`src/rtl/genius_pkg.sv`:
```
// Shared types and helpers for the genius game and its autoplayer.
// Contents:
//   color_t            - one LED / button colour, one-hot when valid
//   autoplayer_state_t - autoplayer FSM states
//   is_onehot()        - true when exactly one bit of a colour is set
//   rotl_color()       - rotate a colour left by one position (wraps)
package genius_pkg;

  typedef logic [3:0] color_t;

  typedef enum logic [3:0] {
    IDLE,
    START,
    WAIT_ON,
    WAIT_OFF,
    SETTLE,
    PRESS,
    GAP,
    VERIFY,
    WIN,
    FAIL
  } autoplayer_state_t;

  function automatic logic is_onehot(color_t c);
    // Clearing the lowest set bit leaves zero only for a single-bit value.
    return (c != 4'd0) && ((c & (c - 4'd1)) == 4'd0);
  endfunction

  function automatic color_t rotl_color(color_t c);
    return {c[2:0], c[3]};
  endfunction

endpackage

```
`src/rtl/genius_autoplayer_if.sv`:
```
// Game-side connection between the autoplayer and the genius game.
// Signals:
//   leds   - colour currently shown by the game (game -> player)
//   score  - game score (game -> player)
//   start  - one-cycle start pulse (player -> game)
//   buttom - button drive (player -> game)
// Modports:
//   master - the autoplayer side
//   slave  - the game side
interface genius_autoplayer_if;
  import genius_pkg::*;

  color_t      leds;
  logic [5:0]  score;
  logic        start;
  color_t      buttom;

  modport master (
    input  leds,
    input  score,
    output start,
    output buttom
  );

  modport slave (
    output leds,
    output score,
    input  start,
    input  buttom
  );

endinterface

```
`src/rtl/genius_seq_mem.sv`:
```
// Capture buffer for the colour sequence shown by the game.
// DEPTH x 4-bit register file with one synchronous write port and one
// combinational read port. Contents are not reset; every entry that is
// read in a round has been written earlier in that round.
// Ports:
//   clk   - clock
//   we    - write enable
//   waddr - write address
//   wdata - colour to store
//   raddr - read address
//   rdata - colour at raddr (combinational)
module genius_seq_mem
  import genius_pkg::*;
#(
  parameter int DEPTH = 32,
  parameter int AW    = (DEPTH > 1) ? $clog2(DEPTH) : 1
) (
  input  logic          clk,
  input  logic          we,
  input  logic [AW-1:0] waddr,
  input  color_t        wdata,
  input  logic [AW-1:0] raddr,
  output color_t        rdata
);

  color_t mem_q [DEPTH];

  always_ff @(posedge clk) begin
    if (we) begin
      mem_q[waddr] <= wdata;
    end
  end

  assign rdata = mem_q[raddr];

endmodule

```
`src/rtl/genius_autoplayer.sv`:
```
// Hardware player for the genius game.
// Each round it records the colours the game shows, waits for the game to
// go quiet, replays the colours as timed button presses and then checks
// that the score advanced to the round number. A session optionally
// corrupts the first press of the final round to exercise game-over.
// Ports:
//   clk, rst_n     - clock, asynchronous active-low reset
//   go             - one-cycle session start request (ignored while busy)
//   target_rounds  - rounds to win (0 -> 1, clamped to MAX_SEQ)
//   inject_err     - sampled with go; corrupts one press of the last round
//   game           - game connection (leds/score in, start/buttom out)
//   round          - current 1-based round, 0 after reset
//   busy           - session in progress
//   win, fail      - sticky session results
module genius_autoplayer
  import genius_pkg::*;
#(
  parameter int MAX_SEQ       = 32,
  parameter int PRESS_CYCLES  = 4,
  parameter int GAP_CYCLES    = 5,
  parameter int SETTLE_CYCLES = 20,
  parameter int VERIFY_CYCLES = 10
) (
  input  logic                clk,
  input  logic                rst_n,
  input  logic                go,
  input  logic [5:0]          target_rounds,
  input  logic                inject_err,
  genius_autoplayer_if.master game,
  output logic [5:0]          round,
  output logic                busy,
  output logic                win,
  output logic                fail
);

  localparam int RW     = $clog2(MAX_SEQ) + 1;
  localparam int AW     = (MAX_SEQ > 1) ? $clog2(MAX_SEQ) : 1;
  localparam int MAXC_A = (PRESS_CYCLES > GAP_CYCLES) ? PRESS_CYCLES : GAP_CYCLES;
  localparam int MAXC_B = (SETTLE_CYCLES > VERIFY_CYCLES) ? SETTLE_CYCLES : VERIFY_CYCLES;
  localparam int MAXC   = (MAXC_A > MAXC_B) ? MAXC_A : MAXC_B;
  localparam int TW     = $clog2(MAXC + 1);

  autoplayer_state_t state_q, state_d;
  logic [RW-1:0]     round_q, round_d;
  logic [RW-1:0]     target_q, target_d;
  logic              inj_q, inj_d;
  logic [RW-1:0]     wr_idx_q, wr_idx_d;
  logic [RW-1:0]     rd_idx_q, rd_idx_d;
  logic [TW-1:0]     cnt_q, cnt_d;
  logic              win_q, win_d;
  logic              fail_q, fail_d;

  logic              mem_we;
  color_t            mem_rdata;
  color_t            press_color;

  function automatic logic [RW-1:0] clamp_target(logic [5:0] t);
    if (t == 6'd0) begin
      return RW'(1);
    end else if (int'(t) > MAX_SEQ) begin
      return RW'(MAX_SEQ);
    end else begin
      return RW'(t);
    end
  endfunction

  genius_seq_mem #(
    .DEPTH (MAX_SEQ),
    .AW    (AW)
  ) u_mem (
    .clk   (clk),
    .we    (mem_we),
    .waddr (wr_idx_q[AW-1:0]),
    .wdata (game.leds),
    .raddr (rd_idx_q[AW-1:0]),
    .rdata (mem_rdata)
  );

  always_ff @(posedge clk or negedge rst_n) begin
    if (!rst_n) begin
      state_q  <= IDLE;
      round_q  <= '0;
      target_q <= '0;
      inj_q    <= 1'b0;
      wr_idx_q <= '0;
      rd_idx_q <= '0;
      cnt_q    <= '0;
      win_q    <= 1'b0;
      fail_q   <= 1'b0;
    end else begin
      state_q  <= state_d;
      round_q  <= round_d;
      target_q <= target_d;
      inj_q    <= inj_d;
      wr_idx_q <= wr_idx_d;
      rd_idx_q <= rd_idx_d;
      cnt_q    <= cnt_d;
      win_q    <= win_d;
      fail_q   <= fail_d;
    end
  end

  always_comb begin
    state_d  = state_q;
    round_d  = round_q;
    target_d = target_q;
    inj_d    = inj_q;
    wr_idx_d = wr_idx_q;
    rd_idx_d = rd_idx_q;
    cnt_d    = cnt_q;
    win_d    = win_q;
    fail_d   = fail_q;
    mem_we   = 1'b0;

    case (state_q)
      // Terminal states accept go exactly like IDLE.
      IDLE, WIN, FAIL: begin
        if (go) begin
          target_d = clamp_target(target_rounds);
          inj_d    = inject_err;
          win_d    = 1'b0;
          fail_d   = 1'b0;
          round_d  = RW'(1);
          state_d  = START;
        end
      end

      START: begin
        wr_idx_d = '0;
        state_d  = WAIT_ON;
      end

      WAIT_ON: begin
        if (game.leds != 4'd0) begin
          if (!is_onehot(game.leds) || (wr_idx_q >= RW'(MAX_SEQ))) begin
            fail_d  = 1'b1;
            state_d = FAIL;
          end else begin
            mem_we  = 1'b1;
            state_d = WAIT_OFF;
          end
        end
      end

      // Only the falling edge of a colour advances the index, so a colour
      // held for many cycles is recorded once.
      WAIT_OFF: begin
        if (game.leds == 4'd0) begin
          if (wr_idx_q < RW'(MAX_SEQ)) begin
            wr_idx_d = wr_idx_q + RW'(1);
          end
          if ((wr_idx_q + RW'(1)) == round_q) begin
            cnt_d   = '0;
            state_d = SETTLE;
          end else begin
            state_d = WAIT_ON;
          end
        end
      end

      // Any colour during the quiet window means the game showed more
      // colours than this round should contain.
      SETTLE: begin
        if (game.leds != 4'd0) begin
          fail_d  = 1'b1;
          state_d = FAIL;
        end else if (cnt_q >= TW'(SETTLE_CYCLES - 1)) begin
          cnt_d    = '0;
          rd_idx_d = '0;
          state_d  = PRESS;
        end else begin
          cnt_d = cnt_q + TW'(1);
        end
      end

      PRESS: begin
        if (cnt_q >= TW'(PRESS_CYCLES - 1)) begin
          cnt_d   = '0;
          state_d = GAP;
        end else begin
          cnt_d = cnt_q + TW'(1);
        end
      end

      GAP: begin
        if (cnt_q >= TW'(GAP_CYCLES - 1)) begin
          cnt_d = '0;
          if (rd_idx_q < RW'(MAX_SEQ)) begin
            rd_idx_d = rd_idx_q + RW'(1);
          end
          if ((rd_idx_q + RW'(1)) == round_q) begin
            state_d = VERIFY;
          end else begin
            state_d = PRESS;
          end
        end else begin
          cnt_d = cnt_q + TW'(1);
        end
      end

      VERIFY: begin
        if (cnt_q >= TW'(VERIFY_CYCLES)) begin
          cnt_d = '0;
          if (game.score == 6'(round_q)) begin
            if (round_q == target_q) begin
              win_d   = 1'b1;
              state_d = WIN;
            end else begin
              round_d  = round_q + RW'(1);
              wr_idx_d = '0;
              state_d  = WAIT_ON;
            end
          end else if (inj_q && (game.score == 6'd0)) begin
            // The corrupted press made the game reset its score: that is
            // the outcome an injected-error session is looking for.
            win_d   = 1'b1;
            state_d = WIN;
          end else begin
            fail_d  = 1'b1;
            state_d = FAIL;
          end
        end else begin
          cnt_d = cnt_q + TW'(1);
        end
      end

      default: begin
        state_d = IDLE;
      end
    endcase
  end

  // The first press of the final round is rotated when an error is armed.
  assign press_color = (inj_q && (round_q == target_q) && (rd_idx_q == '0))
                       ? rotl_color(mem_rdata) : mem_rdata;

  // Decoded straight from the state register so reset clears it at once.
  assign game.buttom = (state_q == PRESS) ? press_color : 4'd0;
  assign game.start  = (state_q == START);

  assign round = 6'(round_q);
  assign busy  = (state_q != IDLE) && (state_q != WIN) && (state_q != FAIL);
  assign win   = win_q;
  assign fail  = fail_q;

endmodule

```
`src/flat_wrapper.sv`:
```
// flat-port wrapper written by rule: the top's interface ports become plain ports
module genius_autoplayer_flat import genius_pkg::*;
#(
  parameter int MAX_SEQ       = 32,
  parameter int PRESS_CYCLES  = 4,
  parameter int GAP_CYCLES    = 5,
  parameter int SETTLE_CYCLES = 20,
  parameter int VERIFY_CYCLES = 10
)
  (clk, rst_n, go, target_rounds, inject_err, round, busy, win, fail, game_leds, game_score, game_start, game_buttom);
  genius_autoplayer_if game_i ();
  input  logic clk;
  input  logic rst_n;
  input  logic go;
  input  logic [5:0] target_rounds;
  input  logic inject_err;
  output logic [5:0] round;
  output logic busy;
  output logic win;
  output logic fail;
  input wire logic [$bits(game_i.leds)-1:0] game_leds;
  input wire logic [$bits(game_i.score)-1:0] game_score;
  output wire logic [$bits(game_i.start)-1:0] game_start;
  output wire logic [$bits(game_i.buttom)-1:0] game_buttom;
  assign game_i.leds = game_leds;
  assign game_i.score = game_score;
  assign game_start = game_i.start;
  assign game_buttom = game_i.buttom;
  genius_autoplayer #(.MAX_SEQ(MAX_SEQ), .PRESS_CYCLES(PRESS_CYCLES), .GAP_CYCLES(GAP_CYCLES), .SETTLE_CYCLES(SETTLE_CYCLES), .VERIFY_CYCLES(VERIFY_CYCLES)) u_core (.clk(clk), .rst_n(rst_n), .go(go), .target_rounds(target_rounds), .inject_err(inject_err), .game(game_i), .round(round), .busy(busy), .win(win), .fail(fail));
endmodule
```
`config.mk`:
```
export PLATFORM = sky130hd
export DESIGN_NAME = genius_autoplayer_flat
export DESIGN_NICKNAME = d
export VERILOG_FILES = /design/src/rtl/genius_pkg.sv /design/src/rtl/genius_autoplayer_if.sv /design/src/rtl/genius_seq_mem.sv /design/src/rtl/genius_autoplayer.sv /design/src/flat_wrapper.sv
export SDC_FILE = /design/constraint.sdc
export NUM_CORES = 1
export LEC_CHECK = 0
export ABC_AREA = 1
export BUFFER_PORTS_ARGS = -buffer_cell sky130_fd_sc_hd__buf_4
export CAP_MARGIN = 20
export CORE_MARGIN = 8
export CORE_UTILIZATION = 30
export DETAILED_ROUTE_END_ITERATION = 8
export SLEW_MARGIN = 5
export SYNTH_ARGS = -nofsm -noshare
export SYNTH_HDL_FRONTEND = slang
export SYNTH_SLANG_ARGS = --single-unit
```
`constraint.sdc`:
```
create_clock -name clk -period 2.05 [get_ports clk]
set_input_delay 0.41 -clock clk [delete_from_list [all_inputs] [get_ports clk]]
set_output_delay 0.41 -clock clk [all_outputs]
set_load 0.02 [all_outputs]
```
==> impl_metrics.py <==
metrics = {
    "outcome": {
        "outcome": "finished with violations",
        "failed_checks": "setup timing",
    },
    "sta": {
        "slew_violations": 0,
        "hold_viol": 0,
        "fin_skew_ns": 0.0111,
        "grt_setup_unrepaired": "true",
        "tightest_slew_ns": 0.533,
        "setup_ws_ns": -0.493,
        "max_slew_margin_pct": 64.5,
        "fmax_ghz": 0.393,
        "min_period_ns": 2.54,
        "setup_viol": 4,
        "finalCritPeriodShare_pct": 124,
    },
    "logic_synthesis": {
        "netlist_top_cells_count": "252 x nand2_1, 128 x edfxtp_1, 121 x nor2_1, 120 x nand3_1, 56 x o21ai_0",
        "synthAdderAreaFrac_pct": 1.38,
        "ys_types": 39,
        "synth_ff_type": "edfxtp_1",
        "ys_seq_area_share_pct": 58.2,
        "syn_area_mm2": 0.00816,
        "synth-compound-area-share_pct": 5.95,
        "synth_warnings": 0,
        "synth-simple-area-share_pct": 28.0,
        "ys_top_cells_by_area": "edfxtp_1 47%, nand2_1 12%, dfrtp_1 11%, nand3_1 7.4%, nor2_1 5.6%",
        "synth_edf_count": 128,
        "synth_top_area_cell": "edfxtp_1",
        "synth_most_common_cell": "nand2_1",
        "ys_seq_elements": 164,
        "postSynthCellCount": 896,
        "synth_top_family_by_area": "simple AND/OR/NAND/NOR gates",
        "synth_nets": 925,
        "synth.area.mux_share_pct": 0,
        "synthXorXnorAreaFrac_pct": 1.50,
        "synth_top_area_share_pct": 47.1,
        "async_flop_share_pct": 22.0,
        "syn_area_per_cell_um2": 9.11,
    },
    "layout": {
        "finalNetCount": 1053,
        "area_growth_pct": 28.7,
        "final_core_util_pct": 39.2,
        "drive_gt1_share_pct": 24.7,
        "antenna_cells": 0,
    },
    "detailed_routing": {
        "drc_errors": 0,
        "dr.first_iter.drc_count": 382,
        "viasPerCell": 4.78,
        "wirelength_mm": 22.2,
        "vias": 6587,
        "postRouteAntennaNets": 0,
        "wl_per_cell_um": 16.1,
        "dr.pass1.iters": 5,
    },
    "grt": {
        "antenna_found_initial": 0,
        "grt_pass1_wl_mm": 35.1,
        "grt_max_degree": 37,
        "grt.total_usage_pct": 13.5,
        "grt_pass1_vias": 6477,
        "grt_overflow": 0,
    },
    "flow_run": {
        "drv_cap": 0,
    },
    "floorplanning": {
        "dieArea_mm2": 0.0327,
        "io-pin-count": 34,
        "fp.coreArea_mm2": 0.0268,
        "die_x_um": 181,
        "fp.dieH_um": 181,
        "num_rows": 60,
        "initial_utilization_pct": 30.4,
    },
    "cts": {
        "cts_buffers": 17,
        "clk_pin_slew_ns": 0.07,
        "clock_path_buffers": 2,
        "htree_levels": 4,
        "cts_sinks": 164,
        "cts_root_buffer": "clkbuf_16",
        "clock_latency_ns": 0.43,
        "cts_tree": "done",
    },
    "critical_path": {
        "path_common_cell": "nor2_1",
        "path_cells": "buf_12 > buf_12 > nor2_1 > nor2_1 > o21ai_1 > nand3_1 > nand3_2 > nand2_1 > a21oi_1 > nor2_1 > buf_4",
        "start_kind": "flip-flop",
        "critPathSlowestCell": "dfrtp_2",
        "end_kind": "output pin",
        "critPathMaxFanout": 12,
        "worstPathArrival_ns": 2.13,
        "path_class": "flip-flop to output pin",
        "max_stage_delay_ns": 0.43,
        "worstPathRequired_ns": 1.64,
    },
    "hold_path": {
        "hold_path_class": "primary input to flip-flop",
    },
    "place": {
        "port_buffers": 33,
        "dpl.hpwl_mm": 15.4,
        "gp_congestion": 0.866,
        "dp_slack_ns": -0.180,
    },
    "power": {
        "finalPower_mw": 12.8,
        "cellPowerDensity_mw_per_mm2": 1210,
        "leakage_nw": 4.25,
        "vdd_ir_drop_max_mv": 0.599,
    },
}
-- state kept, by name, indices dropped and copies added (netlist names) --
register and flops:
u_core.u_mem.mem_q 128, u_core.rd_idx_q 6, u_core.round 6, u_core.target_q 6
u_core.wr_idx_q 6, u_core.cnt_q 5, u_core.state_q 4, u_core.fail 1
u_core.inj_q 1, u_core.win 1
-- logic make-up after synthesis --
| group | after synthesis |
|---|---|
| compound gates | 89 |
| xor+xnor | 14 |
| fa+ha+maj | 9 |
| buf+inv | 91 |
| flops | 164 |
| simple gates | 529 |
-- per-layer routing --
metal	track usage, %	part of all wire [%]
met1	18.5	48
met2	20.8	46
met3	3.15	4.2
met4	4.10	1.7
met5	0	0
-- power breakdown --
group	switching (mW)	internal, mW	leakage (nW)	total (mW)
Clock	1.43	1.59	0.259	3.01
Combinational	3.46	2.32	2.38	5.78
Sequential	0.171	3.79	1.61	3.96
-- per-stage QoR --
stage,instance area [µm²],cells,setup TNS (ns),hold slack [ns]
floorplan,8210,896,-0.0156,0.114
global placement,9470,1331,-0.417,0.429
detailed placement,9470,1331,-0.549,0.427
CTS,10100,1366,-1.93,0.170
global route,10500,1378,-2.33,0.184
finish,10500,1378,-1.91,0.185
-- cell type report --
| class | count | area [µm²] |
|---|---|---|
| Fill cell | 2661 | 16300 |
| Sequential cell | 164 | 4750 |
| Multi-Input combinational cell | 641 | 3220 |
| Timing Repair Buffer | 145 | 1340 |
| Clock buffer | 18 | 429 |
| Tap cell | 341 | 427 |
| Inverter | 55 | 221 |
| Clock inverter | 14 | 116 |
-- critical path: cells and delay by family (launching register included) --
family          cells  cell delay [ns]
compound gates      2             0.25
simple gates        6             0.58
buf+inv             3             0.45
flops               1             0.43
-- worst paths after layout --
check / depth (start not counted) / start / slack, ns / to
setup / recovery: 11 / u_core.rd_idx_q[0]$_DFFE_PN0P_ / -0.49 / game_buttom[1]
hold / removal: 3 / inject_err / 0.18 / u_core.inj_q$_DFFE_PN0P_
setup reg to reg: 12 / u_core.rd_idx_q[0]$_DFFE_PN0P_ / 0.12 / u_core.state_q[1]$_DFFE_PN0P_
hold reg to reg: 2 / u_core.win$_DFFE_PN0P_ / 0.53 / u_core.win$_DFFE_PN0P_
max in group asynchronous: 2 / rst_n / 1.14 / u_core.round[3]$_DFFE_PN0P_
min in group asynchronous: 2 / rst_n / 0.50 / u_core.cnt_q[1]$_DFFE_PN0P_
-- cells in the final DEF, fill, tap and decap left out, drive strengths merged --
cell	count
a21oi	19
buf	140
clkbuf	22
clkinv	4
clkinvlp	3
dfrtp	36
dlygate4sd3	1
edfxtp	128
ha	9
inv	62
nand2	257
nand3	123
nand3b	3
nand4	7
nor2	129
nor3	7
nor4	1
o211ai	3
o21a	1
o21ai	62
o21bai	3
o22a	1
or2	2
xnor2	1
xor2	13
-- what timing repair did --
| item | in CTS | in global routing |
|---|---|---|
| hold buffers | 1 | 0 |
| endpoints found under the setup margin | 4 | 46 |
| resized for setup | 22 | 61 |
| setup buffers | 1 | 8 |
| hold endpoints to repair | 36 | 0 |
| pin swaps | 4 | 23 |
| cloned | 1 | 4 |
No activity file was read; power rests on OpenSTA's default activity.
